[config.mk]
export PLATFORM = sky130hd
export DESIGN_NAME = cic_interp_third_stage_flat
export DESIGN_NICKNAME = d
export VERILOG_FILES = /design/src/rtl/cic_interp_third_stage_if.sv /design/src/rtl/cic_interp_third_stage.sv /design/src/flat_wrapper.sv
export SDC_FILE = /design/constraint.sdc
export NUM_CORES = 1
export LEC_CHECK = 0
export BUFFER_PORTS_ARGS = -buffer_cell sky130_fd_sc_hd__buf_2
export CAP_MARGIN = 40
export CORE_ASPECT_RATIO = 0.6
export CORE_MARGIN = 5
export CORE_UTILIZATION = 51
export CTS_CLUSTER_SIZE = 30
export DETAILED_ROUTE_END_ITERATION = 8
export PLACE_DENSITY = 0.7
export SYNTH_ARGS = -nofsm -noshare
export SYNTH_HDL_FRONTEND = slang
export SYNTH_SLANG_ARGS = --single-unit
[constraint.sdc]
create_clock -name clk -period 6.2 [get_ports clk]
set_clock_uncertainty 0.2 [all_clocks]
set_input_delay 0.62 -clock clk [delete_from_list [all_inputs] [get_ports clk]]
set_output_delay 0.62 -clock clk [all_outputs]
set_load 0.005 [all_outputs]
[src/rtl/cic_interp_third_stage_if.sv]
// ---------------------------------------------------------------------------
// cic_interp_third_stage_if
//   Sample-stream bundle for the CIC interpolator.
//   Low-rate input side : x_in / x_valid (source -> block), x_ready (block -> source)
//   High-rate output    : y_out / y_valid (block -> DAC-rate datapath)
//   modport master : the baseband source / consumer side (testbench)
//   modport slave  : the interpolator itself
// ---------------------------------------------------------------------------
interface cic_interp_third_stage_if #(
  parameter int IN_W = 16
);
  logic signed [IN_W-1:0] x_in;
  logic                   x_valid;
  logic                   x_ready;
  logic signed [IN_W-1:0] y_out;
  logic                   y_valid;

  modport master (
    output x_in,
    output x_valid,
    input  x_ready,
    input  y_out,
    input  y_valid
  );

  modport slave (
    input  x_in,
    input  x_valid,
    output x_ready,
    output y_out,
    output y_valid
  );
endinterface

[src/rtl/cic_interp_third_stage.sv]
// ---------------------------------------------------------------------------
// cic_interp_third_stage
//   3-stage CIC interpolator (M=1). Low-rate Q1.15 samples are taken through a
//   valid/ready handshake once every L = 2^k enabled cycles, run through three
//   comb stages, zero-stuffed and integrated by three accumulators at the high
//   rate, then scaled by 2^-2k (DC gain 1) and saturated to Q1.15.
//
// Ports
//   clk, reset          sole clock; synchronous active-high reset (clears all)
//   clk_enable          high-rate cycle qualifier
//   sample_if (slave)   x_in/x_valid/x_ready input, y_out/y_valid output
//   ctrl_enable         path enable; a rising edge re-latches k
//   ctrl_reset          synchronous flush, same effect as reset
//   ctrl_interp_sel     k request, values above 4 clamp to 4
//   ce_out              registered clk_enable & ctrl_enable
//   status_L_active     latched k
//   status_underflow    sticky: take slot with no x_valid
//   status_overflow     sticky: output saturated
//   status_ready        pipeline primed (first y_valid seen)
//
// Build option
//   CIC_INTERP_ROUND_EN defined  : round-half-up before the 2k-bit shift
//   CIC_INTERP_ROUND_EN undefined: truncate (floor)
// ---------------------------------------------------------------------------
module cic_interp_third_stage #(
  parameter int IN_W  = 16,
  parameter int ACC_W = 28
) (
  input  logic                    clk,
  input  logic                    reset,
  input  logic                    clk_enable,
  cic_interp_third_stage_if.slave sample_if,
  input  logic                    ctrl_enable,
  input  logic                    ctrl_reset,
  input  logic [7:0]              ctrl_interp_sel,
  output logic                    ce_out,
  output logic [7:0]              status_L_active,
  output logic                    status_underflow,
  output logic                    status_overflow,
  output logic                    status_ready
);

  localparam logic [2:0] K_MAX = 3'd4;
  localparam logic signed [ACC_W:0] S_MAX = {{(ACC_W-IN_W+2){1'b0}}, {(IN_W-1){1'b1}}};
  localparam logic signed [ACC_W:0] S_MIN = {{(ACC_W-IN_W+2){1'b1}}, {(IN_W-1){1'b0}}};

  function automatic logic [2:0] clamp_k(input logic [7:0] sel);
    if (sel > {5'd0, K_MAX}) return K_MAX;
    return sel[2:0];
  endfunction

  // One extra bit of headroom so the rounding constant can never wrap I3.
  function automatic logic signed [ACC_W:0] round_shift(input logic signed [ACC_W-1:0] acc,
                                                        input logic [2:0]              k);
    logic signed [ACC_W:0] ext;
    ext = {acc[ACC_W-1], acc};
`ifdef CIC_INTERP_ROUND_EN
    if (k != 3'd0)
      ext = ext + $signed({{ACC_W{1'b0}}, 1'b1} << ({1'b0, k, 1'b0} - 5'd1));
`endif
    return ext >>> {k, 1'b0};
  endfunction

  function automatic logic signed [IN_W-1:0] saturate(input logic signed [ACC_W:0] s);
    if (s > S_MAX) return S_MAX[IN_W-1:0];
    if (s < S_MIN) return S_MIN[IN_W-1:0];
    return s[IN_W-1:0];
  endfunction

  logic                    flush;
  logic                    step;
  logic                    take;
  logic [2:0]              k_act;
  logic                    en_q;
  logic [3:0]              phase;
  logic [3:0]              last_phase;
  logic [2:0]              prime_cnt;

  logic signed [ACC_W-1:0] x_feed;
  logic signed [ACC_W-1:0] c1;
  logic signed [ACC_W-1:0] c2;
  logic signed [ACC_W-1:0] c3;
  logic signed [ACC_W-1:0] d1_p0;
  logic signed [ACC_W-1:0] d2_p0;
  logic signed [ACC_W-1:0] d3_p0;
  logic signed [ACC_W-1:0] c_reg;
  logic                    vld_p0;
  logic signed [ACC_W-1:0] integ_in;
  logic signed [ACC_W-1:0] i1_p1;
  logic signed [ACC_W-1:0] i2_p2;
  logic signed [ACC_W-1:0] i3_p3;
  logic signed [ACC_W:0]   scaled;
  logic                    sat_hit;
  logic signed [IN_W-1:0]  y_p4;
  logic                    vld_p4;

  assign flush      = reset | ctrl_reset;
  assign step       = clk_enable & ctrl_enable;
  assign take       = step & (phase == 4'd0);
  assign last_phase = 4'((5'd1 << k_act) - 5'd1);

  // A flush on the same edge as an accept wins, so ready is withheld then.
  assign sample_if.x_ready = take & ~flush;
  assign sample_if.y_out   = y_p4;
  assign sample_if.y_valid = vld_p4;
  assign status_L_active   = {5'd0, k_act};

  always_comb begin
    x_feed = '0;
    if (sample_if.x_valid)
      x_feed = {{(ACC_W-IN_W){sample_if.x_in[IN_W-1]}}, sample_if.x_in};
    c1       = x_feed - d1_p0;
    c2       = c1 - d2_p0;
    c3       = c2 - d3_p0;
    // Zero-stuffing: the comb result feeds the integrators for one step only.
    integ_in = vld_p0 ? c_reg : '0;
    scaled   = round_shift(i3_p3, k_act);
    sat_hit  = (scaled > S_MAX) || (scaled < S_MIN);
  end

  // Control: rate, phase, priming and status
  always_ff @(posedge clk) begin
    en_q <= ctrl_enable;
    if (flush) begin
      k_act            <= clamp_k(ctrl_interp_sel);
      phase            <= '0;
      vld_p0           <= 1'b0;
      prime_cnt        <= '0;
      vld_p4           <= 1'b0;
      ce_out           <= 1'b0;
      status_ready     <= 1'b0;
      status_underflow <= 1'b0;
      status_overflow  <= 1'b0;
    end else begin
      ce_out <= step;
      if (ctrl_enable && !en_q)
        k_act <= clamp_k(ctrl_interp_sel);
      if (step) begin
        // >= rather than == so a k change without flush still re-enters 0..L-1
        phase  <= (phase >= last_phase) ? 4'd0 : phase + 4'd1;
        vld_p0 <= take;
        if (take && !sample_if.x_valid)
          status_underflow <= 1'b1;
        if (sat_hit)
          status_overflow <= 1'b1;
        // Counts 1..5 from the first take slot; output valid from the 5th step on.
        if (prime_cnt == 3'd0) begin
          if (take) prime_cnt <= 3'd1;
        end else if (prime_cnt != 3'd5) begin
          prime_cnt <= prime_cnt + 3'd1;
        end
        vld_p4 <= (prime_cnt >= 3'd4);
        if (prime_cnt >= 3'd4)
          status_ready <= 1'b1;
      end
    end
  end

  // Datapath: comb (p0) -> integrators (p1..p3) -> scale/saturate (p4)
  always_ff @(posedge clk) begin
    if (flush) begin
      d1_p0 <= '0;
      d2_p0 <= '0;
      d3_p0 <= '0;
      c_reg <= '0;
      i1_p1 <= '0;
      i2_p2 <= '0;
      i3_p3 <= '0;
      y_p4  <= '0;
    end else if (step) begin
      // p0: comb stages advance at the low rate only
      if (take) begin
        d1_p0 <= x_feed;
        d2_p0 <= c1;
        d3_p0 <= c2;
        c_reg <= c3;
      end
      // p1..p3: integrators, intentional two's-complement wrap
      i1_p1 <= i1_p1 + integ_in;
      i2_p2 <= i2_p2 + i1_p1;
      i3_p3 <= i3_p3 + i2_p2;
      // p4: normalize by L^2 and clamp to Q1.15
      y_p4  <= saturate(scaled);
    end
  end

endmodule

[src/flat_wrapper.sv]
// flat-port wrapper written by rule: the top's interface ports become plain ports
module cic_interp_third_stage_flat 
#(
  parameter int IN_W  = 16,
  parameter int ACC_W = 28
)
  (clk, reset, clk_enable, ctrl_enable, ctrl_reset, ctrl_interp_sel, ce_out, status_L_active, status_underflow, status_overflow, status_ready, sample_if_x_in, sample_if_x_valid, sample_if_x_ready, sample_if_y_out, sample_if_y_valid);
  cic_interp_third_stage_if #(.IN_W(IN_W)) sample_if_i ();
  input  logic clk;
  input  logic reset;
  input  logic clk_enable;
  input  logic ctrl_enable;
  input  logic ctrl_reset;
  input  logic [7:0] ctrl_interp_sel;
  output logic ce_out;
  output logic [7:0] status_L_active;
  output logic status_underflow;
  output logic status_overflow;
  output logic status_ready;
  input wire logic [$bits(sample_if_i.x_in)-1:0] sample_if_x_in;
  input wire logic [$bits(sample_if_i.x_valid)-1:0] sample_if_x_valid;
  output wire logic [$bits(sample_if_i.x_ready)-1:0] sample_if_x_ready;
  output wire logic [$bits(sample_if_i.y_out)-1:0] sample_if_y_out;
  output wire logic [$bits(sample_if_i.y_valid)-1:0] sample_if_y_valid;
  assign sample_if_i.x_in = sample_if_x_in;
  assign sample_if_i.x_valid = sample_if_x_valid;
  assign sample_if_x_ready = sample_if_i.x_ready;
  assign sample_if_y_out = sample_if_i.y_out;
  assign sample_if_y_valid = sample_if_i.y_valid;
  cic_interp_third_stage #(.IN_W(IN_W), .ACC_W(ACC_W)) u_core (.clk(clk), .reset(reset), .clk_enable(clk_enable), .sample_if(sample_if_i), .ctrl_enable(ctrl_enable), .ctrl_reset(ctrl_reset), .ctrl_interp_sel(ctrl_interp_sel), .ce_out(ce_out), .status_L_active(status_L_active), .status_underflow(status_underflow), .status_overflow(status_overflow), .status_ready(status_ready));
endmodule
# Word level (Yosys, flattened, before mapping)
# Index checks and enable logic that the tools add are counted.
# classes
n_addsub	9
order_cmp	5
eq_ne	2
n_shift	2
muxes	26
n_bitwise	5
reduce_logical	14
# op_table
op	n
$add 28x28->28	3
$sub 28x28->28	3
$mux 16	4
$mux 28	2
$gt 29x16->1 const B	1
$lt 29x16->1 const B	1
$sshr 28x4->29	1
$mux 3	8
$mux 1	11
$gt 8x3->1 const B	1
$reduce_and 2->1	4
$add 4x1->4 const B	1
$ge 4x4->1	1
$logic_not 4->1	1
$mux 4	1
$reduce_bool 2->1	2
$shl 1x3->4 const A	1
$sub 4x1->4 const B	1
$add 3x1->3 const B	1
$and 1x1->1	3
$ge 3x3->1 const B	1
$logic_not 3->1	1
$ne 3x3->1 const B	1
$reduce_and 3->1	1
other kinds (6)	8
# totals
register_bits	229
inputBits	30
out_inout_bits	30
elab_cells	81

# Depth between registers and ports, before layout
# logic_depth
ltp_word	10
depth_mapped	33
mapped_depth_nobuf	32

# Least setup slack after synthesis
# No wires, ideal clock.
# synth_timing
path_type	input port to flip-flop
startpoint	in sample_if_x_valid
endpoint	reg u_core.c_reg[24]
setup_time_ns	0.129
arrival_ns	5.967
required_ns	5.871
slack_ns	-0.097
path_stages	31
n_path_buf	1
cell_sequence	clkbuf_1 -> nand2_1 -> ha_1 -> fa_1 -> nor2b_1 -> o21ai_0 -> a21boi_0 -> o21ai_0 -> a21oi_1 -> o21ai_0 -> a21oi_2 -> a31oi_1 -> xnor2_1 -> ha_1 -> nand3_1 -> nor3_1 -> nand2_1 -> a211o_1 -> nand2_1 -> a21o_1 -> a21oi_1 -> xnor2_1 -> ha_1 -> a21o_1 -> a21o_1 -> a21o_1 -> a21o_1 -> a31o_2 -> and4b_1 -> a211oi_1 -> o21ai_0
# synth_via
elab_chain_cells	4
# synth_rtl
item	line	text
start: declaration	flat_wrapper.sv:21	input wire logic [$bits(sample_if_i.x_valid)-1:0] sample_if_x_valid;
$mux 28	cic_interp_third_stage.sv:110	if (sample_if.x_valid)
$sub 28x28->28	cic_interp_third_stage.sv:112	c1 = x_feed - d1_p0;
named net u_core.c1[14]	cic_interp_third_stage.sv:80	logic signed [ACC_W-1:0] c1;
$sub 28x28->28	cic_interp_third_stage.sv:113	c2 = c1 - d2_p0;
named net u_core.c2[18]	cic_interp_third_stage.sv:81	logic signed [ACC_W-1:0] c2;
$sub 28x28->28	cic_interp_third_stage.sv:114	c3 = c2 - d3_p0;
end signal: assignment	cic_interp_third_stage.sv:165	c_reg <= '0;
end signal: assignment	cic_interp_third_stage.sv:176	c_reg <= c3;
end: declaration	cic_interp_third_stage.sv:86	logic signed [ACC_W-1:0] c_reg;
# The timed path passes the listed nets, and every way through them passes these cells.
# A chain may end at the register's enable or synchronous reset.

# Worst setup path after layout
# Same ends and word-level chain as after synthesis.

==> flow_metrics.py <==
metrics = {
    "power_and_ir_drop": {
        "ir_drop_uv": 173,
        "leakagePower_nw": 7.74,
        "power_density_nw_per_um2": 260,
        "power_mw": 4.69,
    },
    "finish": {
        "areaGrowthSynthToFinish_pct": 13.6,
        "final_cell_mix": "349 x nand2_1, 268 x a21oi_1, 214 x dfxtp_1, 160 x ha_1, 127 x nor2_1",
        "diodes": 0,
        "fin_util": 0.583,
        "final_common_cell": "nand2_1",
        "instances_no_fill": 2626,
        "drive_above_1_share": 0.119,
        "fin_area_um2": 18100,
        "num-nets-final": 2388,
    },
    "placed_design": {
        "dp_slack_ns": -0.646,
        "place_hpwl_um": 29600,
        "finalWeightedCongestion": 0.918,
        "io_buffers": 54,
        "placed_cells": 2579,
        "placed_area_um2": 17200,
    },
    "timing": {
        "slew_violations": 0,
        "fin_hold_ws_ns": 0.0320,
        "fin_setup_tns_ns": 0,
        "finalSetupViolCount": 0,
        "post-route-period-util": 0.941,
        "setup_ws_ns": 0.366,
        "hold_violations": 0,
        "max_freq_ghz": 0.171,
        "min_period_ns": 5.83,
        "slew_headroom": 0.397,
        "tightest_slew_ns": 0.904,
    },
    "synthesis": {
        "yosysWarnings": 0,
        "synth_seq_cells": 217,
        "synth_top_family_by_area": "compound AO/OA/AOI/OAI gates",
        "synth-compound-area-share": 0.250,
        "synthArstFlopShare": 0,
        "synth.distinct_cells": 85,
        "synth_edf_count": 3,
        "seq_area_frac_synth": 0.275,
        "muxShareOfSynthArea": 0.0283,
        "synthSimpleGateAreaFrac": 0.198,
        "synthXorXnorAreaFrac": 0.0639,
        "synth_adder_area_share": 0.134,
        "synth_area_um2": 15900,
        "yosys_most_used_dff": "dfxtp_1",
        "syn_inst": 2089,
        "syn_area_per_cell_um2": 7.61,
    },
    "route": {
        "via_per_inst": 5.69,
        "first_pass_iters": 7,
        "routed_wl_um": 40800,
        "drtIter0Drc": 1133,
        "route.detailed.wl_per_inst_um": 15.5,
        "antenna_left": 0,
        "vias": 15000,
        "drcViolationCount": 0,
    },
    "grt": {
        "overflow": 0,
        "antenna_found_initial": 0,
        "grt_max_degree": 86,
        "grt_pass1_vias": 13700,
        "grt_pass1_wl_um": 68100,
        "grt_util_all_layers": 0.226,
    },
    "floorplanning": {
        "core_area_um2": 31000,
        "start_util": 0.513,
        "pin_count": 60,
        "rows": 50,
        "die_x_um": 238,
        "die-area_um2": 34900,
        "die_h_um": 147,
    },
    "clock_tree": {
        "insertion_delay_ns": 0.54,
        "ctsRootBufferMaster": "clkbuf_16",
        "cts_buffers": 24,
        "cts_buffer_depth": 3,
        "clkTransAtPathRegs_ns": 0.06,
        "cts.sinks": 217,
        "htree_levels": 1,
        "tritoncts": "done",
    },
    "critical_path": {
        "cp_top_family": "compound AO/OA/AOI/OAI gates",
        "required_ns": 6.41,
        "crit_buf_inv": 1,
        "path_class": "primary input to flip-flop",
        "arrival_ns": 6.04,
        "cpMostUsedCell": "a21o_1",
        "crit_slowest_cell": "fa_2",
        "critPathCaptureType": "flip-flop",
        "crit_fanout": 17,
        "max_stage_delay_ns": 0.36,
        "critPathLaunchType": "primary input",
    },
    "hold_path": {
        "min_path_type": "primary input to flip-flop",
    },
    "flow_run": {
        "max_cap_violations": 0,
    },
    "status": {
        "status": "complete, no violations",
    },
}
==> final cells by class <==
cell class | instances | area (µm²)
clock buffers | 38 | 714
clock inverters | 6 | 30.0
fillers | 2872 | 12900
flip-flops and latches | 217 | 4370
well taps | 416 | 520
multi-input cells | 1672 | 10900
repair buffers | 159 | 1120
inverters | 118 | 443
==> repair_timing <==
| action | in CTS | in global routing |
|---|---|---|
| setup endpoints to repair | 3 | 11 |
| buffers inserted | 0 | 3 |
| hold buffers | 0 | 0 |
| gates resized for setup | 2 | 29 |
| pin swaps | 0 | 10 |
==> worst paths after layout <==
| check | cells after the start | slack (ns) | endpoint | from |
|---|---|---|---|---|
| setup reg to reg | 29 | 0.38 | u_core.c_reg[24] | u_core.d1_p0[0] |
| hold / removal | 1 | 0.03 | u_core.en_q | ctrl_enable |
| setup / recovery | 31 | 0.37 | u_core.c_reg[24] | sample_if_x_valid |
| hold reg to reg | 2 | 0.25 | u_core.c_reg[13] | u_core.c_reg[13] |
==> layer usage <==
layer,GRT usage,vias up,wire length [µm]
li1,-,7561,-
met2,0.322,342,16000
met5,0,-,0
met3,0.0340,56,2410
met4,0.0378,0,612
met1,0.361,6994,21700
==> cells in the mapped netlist, types with 5 or more instances <==
cell type,count,share of area
a211oi_1,34,0.016
fa_1,6,0.0076
inv_1,114,0.027
o21bai_1,12,0.0057
or3_1,14,0.0055
mux2_2,16,0.011
o21ai_0,108,0.034
mux2i_1,27,0.017
a211o_1,5,0.0028
nand4_1,10,0.0039
a22o_1,14,0.0077
nand2b_1,12,0.0047
o21a_1,17,0.0080
nor3b_1,6,0.0028
a21o_1,70,0.033
and4_1,5,0.0028
clkbuf_1,64,0.015
nor3_1,32,0.010
and3_1,14,0.0055
o211ai_1,6,0.0028
buf_1,9,0.0021
o21ai_1,8,0.0025
buf_4,6,0.0028
a21oi_1,275,0.087
nand2_1,350,0.083
and2_1,45,0.018
a31oi_1,28,0.011
dfxtp_1,214,0.27
xor2_1,46,0.025
o31ai_1,6,0.0028
nor4_1,9,0.0035
a41oi_1,5,0.0028
nand3_1,35,0.011
nor2b_1,21,0.0083
nor2_1,130,0.031
xnor2_1,70,0.039
ha_1,160,0.13
==> cells by family (layout without fill, tap and decap cells) <==
logic type                 Yosys count  after routing
AOI/OAI and AO/OA                  642            642
adders and majority gates          166            166
muxes                               43             43
xor gates and xnor gates           116            116
buffers and inverters              204            321
and+or+nand+nor                    700            700
other                                1              5
DFF                                217            217
==> report_power, final <==
group / switching, mW / internal (mW) / total (mW)
Sequential: 0.0207 / 1.44 / 1.46
Combinational: 0.985 / 0.850 / 1.83
Clock: 0.609 / 0.788 / 1.40
Power figures use the tool's default switching activity.
